==> src/rtl/tdma_nd_pkg.sv <==
// tdma_nd_pkg: shared types for the N-dimensional tDMA address generator
package tdma_nd_pkg;
  localparam int NUM_DIM  = 4;
  localparam int ADDR_W   = 64;
  localparam int DIM_W    = 32;
  localparam int STRIDE_W = 32;
  typedef logic [ADDR_W-1:0] addr_t;
  typedef logic [DIM_W-1:0] dim_t;
  typedef logic [STRIDE_W-1:0] stride_t;
  typedef struct packed {
    addr_t                   addr;
    dim_t    [NUM_DIM-1:0]   shape;
    stride_t [NUM_DIM-1:0]   stride;
  } nd_req_t;
  typedef enum logic {IDLE, RUN} state_e;
endpackage

==> src/rtl/tdma_nd_dim_ctr.sv <==
// tdma_nd_dim_ctr: per-dimension loop counter with final-index flag
module tdma_nd_dim_ctr #(
  parameter int DimWidth = 32
) (
  input  logic                clk_i,
  input  logic                rst_i,
  input  logic                clr_i,
  input  logic                inc_i,
  input  logic                wrap_i,
  input  logic [DimWidth-1:0] shape_i,
  output logic                final_o
);
  logic [DimWidth-1:0] ctr_q, ctr_d;
  // a zero shape behaves as one, so its only index is 0
  assign final_o = ctr_q == ((shape_i == '0) ? '0 : shape_i - DimWidth'(1));
  // clear on accept or when a higher dimension advances, else count up
  always_comb ctr_d = (clr_i || wrap_i) ? '0 : inc_i ? ctr_q + DimWidth'(1) : ctr_q;
  // counter register
  always_ff @(posedge clk_i or posedge rst_i)
    if (rst_i) ctr_q <= '0;
    else ctr_q <= ctr_d;
endmodule

==> src/rtl/tdma_nd_addr_gen.sv <==
// tdma_nd_addr_gen: N-dimensional strided address stream generator
module tdma_nd_addr_gen
  import tdma_nd_pkg::*;
#(
  parameter int NumDim      = NUM_DIM,
  parameter int AddrWidth   = ADDR_W,
  parameter int DimWidth    = DIM_W,
  parameter int StrideWidth = STRIDE_W
) (
  input  logic                          clk_i,
  input  logic                          rst_i,
  input  logic                          req_valid_i,
  output logic                          req_ready_o,
  input  logic [AddrWidth-1:0]          req_addr_i,
  input  logic [NumDim*DimWidth-1:0]    req_shape_i,
  input  logic [NumDim*StrideWidth-1:0] req_stride_i,
  input  logic                          abort_i,
  output logic                          addr_valid_o,
  input  logic                          addr_ready_i,
  output logic [AddrWidth-1:0]          addr_o,
  output logic [NumDim-1:0]             addr_last_o,
  output logic                          done_o,
  output logic                          aborted_o
);
  state_e                         state_q, state_d;
  logic [AddrWidth-1:0]           addr_q, addr_d, inc;
  logic [NumDim*DimWidth-1:0]     shape_q, shape_d;
  logic [NumDim*StrideWidth-1:0]  stride_q, stride_d;
  logic                           done_q, done_d, aborted_q, aborted_d;
  logic [NumDim-1:0]              fin, last, adv;
  logic                           hs, acc, all_last;
  assign req_ready_o  = state_q == IDLE;
  assign addr_valid_o = state_q == RUN;
  assign addr_o       = addr_q;
  assign addr_last_o  = addr_valid_o ? last : '0;
  assign done_o       = done_q;
  assign aborted_o    = aborted_q;
  assign hs           = addr_valid_o & addr_ready_i;
  assign acc          = req_valid_i & req_ready_o;
  assign all_last     = last[NumDim-1];
  for (genvar g = 0; g < NumDim; g++) begin : g_dim
    if (g == 0) begin : g_lo
      assign last[g] = fin[g];
      assign adv[g]  = !fin[g];
    end else begin : g_hi
      assign last[g] = last[g-1] & fin[g];
      assign adv[g]  = last[g-1] & !fin[g];
    end
    tdma_nd_dim_ctr #(.DimWidth(DimWidth)) u_ctr (
      .clk_i   (clk_i),
      .rst_i   (rst_i),
      .clr_i   (acc),
      .inc_i   (hs & !all_last & adv[g]),
      .wrap_i  (hs & !all_last & last[g]),
      .shape_i (shape_q[g*DimWidth +: DimWidth]),
      .final_o (fin[g])
    );
  end
  // stride of the single advancing dimension, sign-extended to address width
  always_comb begin
    inc = '0;
    for (int d = 0; d < NumDim; d++)
      if (adv[d]) inc = AddrWidth'($signed(stride_q[d*StrideWidth +: StrideWidth]));
  end
  // descriptor accept, address advance, completion and abort
  always_comb begin
    state_d   = state_q;
    addr_d    = addr_q;
    shape_d   = shape_q;
    stride_d  = stride_q;
    done_d    = 1'b0;
    aborted_d = 1'b0;
    if (acc) begin
      addr_d   = req_addr_i;
      shape_d  = req_shape_i;
      stride_d = req_stride_i;
      done_d   = req_shape_i == '0;
      state_d  = (req_shape_i == '0) ? IDLE : RUN;
    end else if (state_q == RUN) begin
      addr_d    = (hs && !all_last) ? addr_q + inc : addr_q;
      done_d    = (hs && all_last) || abort_i;
      aborted_d = abort_i && !(hs && all_last);
      state_d   = ((hs && all_last) || abort_i) ? IDLE : RUN;
    end
  end
  // controller state and registered outputs
  always_ff @(posedge clk_i or posedge rst_i)
    if (rst_i) begin
      state_q   <= IDLE;
      addr_q    <= '0;
      shape_q   <= '0;
      stride_q  <= '0;
      done_q    <= 1'b0;
      aborted_q <= 1'b0;
    end else begin
      state_q   <= state_d;
      addr_q    <= addr_d;
      shape_q   <= shape_d;
      stride_q  <= stride_d;
      done_q    <= done_d;
      aborted_q <= aborted_d;
    end
endmodule

==> config.mk <==
export PLATFORM = sky130hd
export DESIGN_NAME = tdma_nd_addr_gen
export DESIGN_NICKNAME = d
export VERILOG_FILES = /design/src/rtl/tdma_nd_pkg.sv /design/src/rtl/tdma_nd_dim_ctr.sv /design/src/rtl/tdma_nd_addr_gen.sv
export SDC_FILE = /design/constraint.sdc
export NUM_CORES = 2
export LEC_CHECK = 0
export ABC_AREA = 0
export CELL_PAD_IN_SITES_DETAIL_PLACEMENT = 0
export CELL_PAD_IN_SITES_GLOBAL_PLACEMENT = 1
export CORE_MARGIN = 2
export CORE_UTILIZATION = 42
export DETAILED_ROUTE_END_ITERATION = 7
export PLACE_DENSITY = 0.86
export SETUP_SLACK_MARGIN = 0.4
export SYNTH_ARGS = -nofsm -noshare
export SYNTH_HDL_FRONTEND = slang
export SYNTH_SLANG_ARGS = --single-unit
==> constraint.sdc <==
create_clock -name clk_i -period 20.1 [get_ports clk_i]
set_clock_uncertainty 0.05 [all_clocks]
set_input_delay 4.02 -clock clk_i [delete_from_list [all_inputs] [get_ports clk_i]]
set_output_delay 4.02 -clock clk_i [all_outputs]
set_load 0.02 [all_outputs]
==> impl_results.md <==
* CTS Sinks at 451
* Vias at 29,800
* Hold Slack at 0.424 ns
* Status: finished, final reports clean
* Chip height at 274 µm
* Crit Path Max Fanout at 24
* Clock latency at the later pin of the worst-skew pair at 0.62 ns
* Finished Layout Cells at approximately 5,100
* Drt drc at 0
* Pwr/cell area at 107 nW/µm²
* Number of port buffers at between 300 and 400
* Core area at between 70,000 and 80,000 µm²
* I/O Pins at 397
* Cell with the most instances after synthesis: nand2_1
* Final wirelength at between 100,000 and 150,000 µm
* Detailed Place HPWL at 82,800 µm
* Number of synthesized flops with an enable pin at 0
* Vias in the first global route at 28,900
* Routability congestion estimate at 0.984
* Top cell type's share of synthesized area at 36.8%
* Starting DRT DRC Count at 2,545
* Max Freq at between 90 and 100 MHz
* Area grow syn2layout at 20.7%
* CTS resizes at 0
* Worst path required time at 16.03 ns
* CTS tree: yes
* Critical path start-end classification: flop to output pin
* Overflow after GRT at 0
* Via/cell ratio at 5.81
* H-Tree Depth at 2
* Max clock buf depth at 3
* Setup Buffers After CTS at 0
* Pre-CTS setup slack at ~10 ns
* Initial core utilization at 42.2%
* Final period util at between 50% and 60%
* Final setup violation count at 0
* Clock transition at path regs at about 0.06 ns
* Final WS setup at 9.64 ns
* Startpoint Class: flop
* Root Buffer: clkbuf_16
* Syn_area_per_cell at around 7.9 µm²
* CTS Buf Count at 54
* Area of the mapped netlist at 30,600 µm²
* Worst min path class: flop to flop
* Yosys cell types at 94
* Data arrival, critical path at 6.39 ns
* RSZ-0062 raised after global routing: false
* Seq/Total Area, Yosys at between 30% and 40%
* ANT nets after route at 0
* Antenna violations before repair at 3
* Syn Nets at 4,282
* Post-synth top area cell: dfrtp_1
* Fin. max-slew vios at 0
* Average wire per standard cell at 21.3 µm
* Post-CTS Hold Buffers at 0
* Synth top area cells: dfrtp_1 37%, nand2_1 12%, o21ai_0 5.3%
* Rel. slew slack at 21.3%
* Die area at between 70,000 and 80,000 µm²
* Most used flip-flop cell after synthesis: dfrtp_1
* 1st-pass router iterations at 5
* Max-cap violations at 0
* Total power at ~4000 µW
* Placed cell count at 5,034
* Post-layout min period at about 10 ns
* Worst slew pin tran at 1.17 ns
* Worst setup EP type: output pin
* Post-route setup TNS at 0 ns
* Site Rows at 99
* Yosys warns at 0
* Layout cells sized above 1 at under 10%
* Largest net degree at the start of global routing at 183
* Synth async-reset ratio at 100%
* Fill cells at 7,056
* GRT Overall Usage at 28.5%
* Leak at 0.0159 µW
* Fin. Hold Viols at 0
* Max VDD drop at 79.2 µV
* Post-Synthesis Cells at 3,885
* First-pass GRT wire length at 169,000 µm
* #FFs+latches synth at 451
* NumNets Final at between 4,000 and 5,000
* Post-synth top cells: 1,004 x nand2_1, 451 x dfrtp_1, 325 x o21ai_0, 222 x nor2_1, 198 x clkbuf_1
* Die X at 274 µm
==> state kept, by name, indices dropped and copies added, names as in the netlist <==
register	count
g_dim.u_ctr.ctr_q	128
shape_q	128
stride_q	128
addr_o	64
aborted_o	1
addr_valid_o	1
done_o	1
==> path summary, 6_finish.rpt <==
check                            endpoint    startpoint  cells past startpoint  slack (ns)
setup / recovery           addr_last_o[3]  shape_q[103]                     10        9.64
hold / removal               stride_q[38]  stride_q[38]                      2        0.42
setup reg to reg               addr_o[63]   shape_q[11]                     27       10.18
hold reg to reg              stride_q[38]  stride_q[38]                      2        0.42
max in group asynchronous      addr_o[33]         rst_i                      5       12.77
min in group asynchronous     shape_q[85]         rst_i                      2        3.88
==> cell type report <==
type | count | area, µm² | share of cell area, %
Clock inverter | 17 | 226 | 0.613
Inverter | 87 | 334 | 0.904
Multi-Input combinational cell | 3109 | 18100 | 49.0
Clock buffer | 81 | 1600 | 4.34
Tap cell | 959 | 1200 | 3.25
Timing Repair Buffer | 428 | 4220 | 11.4
Antenna cell | 1 | 2.50 | 0.00677
Sequential cell | 451 | 11300 | 30.5
==> logic make-up after synthesis <==
logic type / Yosys count / synth area share (%)
simple gates: 1938 / 29.9
compound gates: 780 / 16.1
flops: 451 / 36.8
buf+inv: 325 / 4.24
xor+xnor: 246 / 7.49
mux: 73 / 2.42
fa+ha+maj: 72 / 2.97
==> critical path, cell delays in order (launching register included) <==
cell	delay, ns
dfrtp_1	0.46
nor4_1	0.75
nand4_1	0.89
or3_1	0.83
or3_1	0.40
a21oi_1	0.16
o21ai_0	0.11
nor3_1	0.22
nor4bb_1	1.01
and3_1	0.32
clkdlybuf4s50_1	0.61
==> per-layer routing <==
layer	GRT usage [%]	routed length, µm
met1	39.1	48500
met2	45.7	49700
met3	4.05	6880
met4	10.5	4000
met5	0	31
==> layout by cell type, fill, tap and decap left out, types with 96 or more instances in the layout <==
cell type / Yosys / layout
a21oi_1: 120 / 119
clkdlybuf4s50_1: 0 / 396
dfrtp_1: 451 / 451
nand2_1: 1004 / 1003
nand3_1: 96 / 96
nor2_1: 222 / 222
nor4_1: 113 / 111
o21ai_0: 325 / 325
xnor2_1: 132 / 132
xor2_1: 104 / 104
==> stage by stage <==
step / utilization [%] / cell area [µm²]
2_1_floorplan: - / 30600
3_3_place_gp: 48.4 / 35100
3_5_place_dp: 48.4 / 35100
4_1_cts: 50.9 / 37000
5_1_grt: 50.9 / 37000
6_report: 50.9 / 37000
==> report_power, final <==
| part | switching, µW | internal [µW] |
|---|---|---|
| clock network | 404 | 613 |
| registers | 229 | 1080 |
| logic | 941 | 702 |
| total | 1570 | 2390 |
Note: power is estimated with default switching activity, not from simulation.
